<file path="src/rtl/modport_alu_pkg.sv">
// Shared opcode encoding and default geometry for the modport_alu slice.
package modport_alu_pkg;

  localparam int unsigned DEF_DIN_W  = 16;
  localparam int unsigned DEF_DOUT_W = 32;
  localparam int unsigned DEF_NREG   = 4;

  typedef enum logic [1:0] {
    OP_WRITE = 2'b00,
    OP_ADD   = 2'b01,
    OP_SUB   = 2'b10,
    OP_MUL   = 2'b11
  } op_e;

endpackage

</file>
<file path="src/rtl/modport_alu_regfile.sv">
// NREG x DIN_W register file: one synchronous write port, one asynchronous read port.
module modport_alu_regfile
  import modport_alu_pkg::*;
#(
  parameter int unsigned DIN_W = DEF_DIN_W,
  parameter int unsigned NREG  = DEF_NREG
) (
  input  logic                    i_clk,
  input  logic                    i_rst_n,
  input  logic                    i_we,
  input  logic [$clog2(NREG)-1:0] i_wsel,
  input  logic [DIN_W-1:0]        i_wdata,
  input  logic [$clog2(NREG)-1:0] i_rsel,
  output logic [DIN_W-1:0]        o_rdata
);

  logic [DIN_W-1:0] r_regs [NREG];

  always_ff @(posedge i_clk or negedge i_rst_n) begin
    if (!i_rst_n) begin
      for (int unsigned i = 0; i < NREG; i++) begin
        r_regs[i] <= '0;
      end
    end else if (i_we) begin
      r_regs[i_wsel] <= i_wdata;
    end
  end

  assign o_rdata = r_regs[i_rsel];

endmodule

</file>
<file path="src/rtl/modport_alu.sv">
// Register-file ALU: WRITE/ADD/SUB/MUL on R[reg_sel] with data_i, one-cycle registered result.
module modport_alu
  import modport_alu_pkg::*;
#(
  parameter int unsigned DIN_W  = DEF_DIN_W,
  parameter int unsigned DOUT_W = DEF_DOUT_W,
  parameter int unsigned NREG   = DEF_NREG
) (
  input  logic                    clk,
  input  logic                    rst,
  input  logic [DIN_W-1:0]        data_i,
  input  logic [$clog2(NREG)-1:0] reg_sel,
  input  logic [1:0]              instru,
  input  logic                    valid_i,
  output logic [DOUT_W-1:0]       data_o,
  output logic                    valid_o
);

  op_e               w_op;
  logic              w_we;
  logic [DIN_W-1:0]  w_rdata;
  logic [DOUT_W-1:0] w_a;
  logic [DOUT_W-1:0] w_b;
  logic [DOUT_W-1:0] w_result;
  logic [DOUT_W-1:0] r_data_o;
  logic              r_valid_o;

  assign w_op = op_e'(instru);
  assign w_we = valid_i && (w_op == OP_WRITE);

  modport_alu_regfile #(
    .DIN_W (DIN_W),
    .NREG  (NREG)
  ) u_regfile (
    .i_clk   (clk),
    .i_rst_n (rst),
    .i_we    (w_we),
    .i_wsel  (reg_sel),
    .i_wdata (data_i),
    .i_rsel  (reg_sel),
    .o_rdata (w_rdata)
  );

  // Zero-extend both operands so ADD keeps its carry and SUB wraps modulo 2^DOUT_W.
  assign w_a = {{(DOUT_W-DIN_W){1'b0}}, w_rdata};
  assign w_b = {{(DOUT_W-DIN_W){1'b0}}, data_i};

  always_comb begin
    w_result = w_b;
    case (w_op)
      OP_WRITE: w_result = w_b;
      OP_ADD:   w_result = w_a + w_b;
      OP_SUB:   w_result = w_a - w_b;
      OP_MUL:   w_result = w_a * w_b;
      default:  w_result = w_b;
    endcase
  end

  always_ff @(posedge clk or negedge rst) begin
    if (!rst) begin
      r_data_o  <= '0;
      r_valid_o <= 1'b0;
    end else begin
      r_valid_o <= valid_i;
      if (valid_i) begin
        r_data_o <= w_result;
      end
    end
  end

  assign data_o  = r_data_o;
  assign valid_o = r_valid_o;

endmodule

</file>
<file path="config.mk">
export PLATFORM = sky130hd
export DESIGN_NAME = modport_alu
export DESIGN_NICKNAME = d
export VERILOG_FILES = /design/src/rtl/modport_alu_pkg.sv /design/src/rtl/modport_alu_regfile.sv /design/src/rtl/modport_alu.sv
export SDC_FILE = /design/constraint.sdc
export NUM_CORES = 1
export LEC_CHECK = 0
export CORE_ASPECT_RATIO = 0.7
export CORE_MARGIN = 1.5
export CORE_UTILIZATION = 43
export DETAILED_ROUTE_END_ITERATION = 10
export PLACE_DENSITY = 0.71
export SYNTH_ARGS = -nofsm -noshare
export SYNTH_HDL_FRONTEND = slang
export SYNTH_HIERARCHICAL = 1
export SYNTH_SLANG_ARGS = --single-unit
</file>
<file path="constraint.sdc">
create_clock -name clk -period 17.6 [get_ports clk]
set_clock_uncertainty 0.2 [all_clocks]
set_input_delay 3.52 -clock clk [delete_from_list [all_inputs] [get_ports clk]]
set_output_delay 3.52 -clock clk [all_outputs]
set_load 0.03 [all_outputs]
</file>
==> impl_results.md <==
- FFs w/ async S/R, synth: between 90% and 100%
- Area Growth Syn to Fin: 7.97%
- Avg Cell Area, Syn: 9.53 sq um
- Die Area: 0.0346 sq mm
- Clock buffer depth: 2
- CP top delay family: adder cells
- Top-Level Pins: 56
- Main combinational cell family by area after synthesis: adder cells
- CTS Sinks: a little under 100
- Required time of the critical path: ~18000 ps
- Storage cell area: 0.00243 sq mm
- Routed WL per cell: roughly 20 microns
- DR iter-0 viols: 1017
- Period utilization: 63.4%
- Post-synthesis mux area share: 8.59%
- Setup Buffers After CTS: 0
- Antenna diode count: 0
- Netlist cell types: 78
- Relative slew margins: approximately a quarter
- Worst Hold Class: reg2reg
- Drt total wl: around 40000 microns
- Critical path destination: data_o[30]$_DFFE_PN0P_
- First-pass GRT wire length: between 60000 and 70000 microns
- Final hold vios: 0
- Clock root buffer: clkbuf_16
- Port bufs: 55
- Chip Height: 156 microns
- Reg2Reg Setup Slack: roughly 10000 ps
- Period minus WS final: 11160 ps
- Top FF cell, synth: dfrtp_1
- Mapped Cells: about 1500
- Post-Synth Adder-Cell Area: around two fifths
- Syn nets: 1864
- Slowest stage cell, crit path: clkdlybuf4s50_1
- Setup TNS: 0 ps
- Least-Margin Pin Slew: approximately 1100 ps
- EDFF count, synth: 0
- TritonRoute pass-1 iters: 6
- All-Layer GR Usage: 24.1%
- Yosys top cell by area: fa_1
- Max incr delay on CP: 1200 ps
- Nets@finish: between 1500 and 2000
- Worst setup EP type: register
- Yosys top cell area share: 27.3%
- Synth Area in Simple Gates: 13.8%
- Clk_lat worst skew: 370 ps
- Fillers: 3076
- Initial antenna violation count: 0
- Post-DRT Antenna Nets: 0
- CTS tree: built
- Initial Util: 44.1%
- Fraction of layout cells with a size suffix above 1: a little under a tenth
- Via density: 5.68
- Via count: 11100
- Cells on Worst Hold Path: 1
- Worst Path Arrival: 11200 ps
- Worst path depth: 22
- Register bit total from synthesis: 97
- Status: complete, no violations
- Dpl hpwl: 30400 microns
- CP startpoint: reg_sel[1]
- CTS Hold Bufs: 0
- Commonest cells in the netlist: inv_1, fa_1, nand2_1, ha_1, and2_1
- WS Path Type: in2reg
- FP Rows: 55
- RSZ-0062 raised after global routing: no
- DIE WIDTH: 222 microns
- Clock slew seen by the registers of the worst setup and hold paths: 80 ps
- Worst r2r path cells: 21
- Synth top area cells: fa_1, dfrtp_1, ha_1, inv_1, mux2_2
- Multi-input gate area: 0.0106 sq mm
- Count of buffer and inverter cells on the critical path: 5
- Startpoint type of the worst setup path: primary input
- Synth Warn #: 6
- Grt total ovfl: 0
- Final Wtd Congestion: 0.950
- Crit path top cell by count: fa_1
- CTS H-Tree Depth: 3
- DR DRC count: 0
- Cell with the most instances after synthesis: inv_1
- RR Endpoint: data_o[30]$_DFFE_PN0P_
- R2r startpoint: u_regfile/r_regs[8]$_DFFE_PN0P_
- Seq/Total Area, Yosys: 16.9%
- Post-CTS Resized: 0
- Synth Area in Compound Gates: 10.2%
- Slew Viols, Final: 0
- Max Cap Viol: 0
- Post-Synth XOR/XNOR Area: around 2.0%
- Largest net degree at the start of global routing: 77
- CTS Buf Count: 9
- Core area: 0.0326 sq mm
- Endpoints failing setup: 0
- Max Clk Rate: 89.6 MHz
- Syn Std Cell Area: 0.0144 sq mm
- Vias in the first global route: 11400
- Cell chain of the critical path: clkdlybuf4s50_1 -> mux4_2 -> ha_1 -> inv_1 -> fa_1 -> inv_1 -> fa_1 -> fa_1 -> fa_1 -> fa_1 -> inv_1 -> fa_1 -> inv_1 -> ha_1 -> a21oi_1 -> o211ai_1 -> a2111oi_0 -> a21oi_1 -> a31oi_1 -> o22ai_1 -> nand4b_1 -> o211ai_1
- Crit path max fanout: 20
[per-layer routing]
layer,GRT usage (%),share of wire [%],up-vias
met1,34.5,46,5599
met2,36.7,43,541
met3,5.76,9.6,60
met5,0,0,-
met4,5.97,1.8,0
li1,-,-,4919
[sequential cells by signal, indices dropped and copies added (netlist names)]
name,flops
u_regfile/r_regs,64
data_o,32
valid_o,1
[cell usage in the layout (no fill, tap or decap), types with 21 or more instances in the layout]
| cell | instances |
|---|---|
| and2_1 | 100 |
| ha_1 | 136 |
| fa_1 | 196 |
| inv_1 | 271 |
| mux2_2 | 70 |
| dfrtp_1 | 97 |
| o21ai_0 | 28 |
| a21oi_1 | 58 |
| xnor2_1 | 24 |
| nor2_1 | 75 |
| clkdlybuf4s50_1 | 54 |
| a21o_1 | 21 |
| nand2_1 | 166 |
[metrics by stage]
stage | instances | utilization, % | cell area (sq um) | setup WS, ps | hold slack [ps]
6_report | 1956 | 47.6 | 15500 | 6440 | 303
4_1_cts | 1956 | 47.6 | 15500 | 6530 | 304
3_5_place_dp | 1940 | 46.7 | 15200 | 6180 | 287
2_1_floorplan | 1509 | - | 14400 | 7660 | 274
5_1_grt | 1956 | 47.6 | 15500 | 6240 | 313
3_3_place_gp | 1940 | 46.7 | 15200 | 6330 | 282
[kinds of logic after synthesis]
group / after synthesis
buffers and inverters: 334
adders and majority gates: 332
AOI/OAI and AO/OA: 209
muxes: 91
and+or+nand+nor: 413
DFF: 97
xor gates and xnor gates: 33
[how the worst min path moves through the flow]
| stage | from | endpoint |
|---|---|---|
| 5_1_grt | u_regfile/r_regs[21]$_DFFE_PN0P_ | u_regfile/r_regs[21]$_DFFE_PN0P_ |
| 2_1_floorplan | u_regfile/r_regs[21]$_DFFE_PN0P_ | u_regfile/r_regs[21]$_DFFE_PN0P_ |
| 4_1_cts | u_regfile/r_regs[21]$_DFFE_PN0P_ | u_regfile/r_regs[21]$_DFFE_PN0P_ |
| 3_5_place_dp | u_regfile/r_regs[21]$_DFFE_PN0P_ | u_regfile/r_regs[21]$_DFFE_PN0P_ |
| 6_report | u_regfile/r_regs[29]$_DFFE_PN0P_ | u_regfile/r_regs[29]$_DFFE_PN0P_ |
| 3_3_place_gp | u_regfile/r_regs[3]$_DFFE_PN0P_ | u_regfile/r_regs[3]$_DFFE_PN0P_ |
[area by class of cell]
type	count	share of cell area (%)
clock buffers	9	1.45
clock inverters	7	0.507
inverters	272	6.57
multi-input cells	1078	68.3
flip-flops and latches	97	15.6
well taps	427	3.44
repair buffers	66	4.06
Power is not shown: default switching activity piles up to over one toggle a cycle in this logic, so the estimate is an artifact.
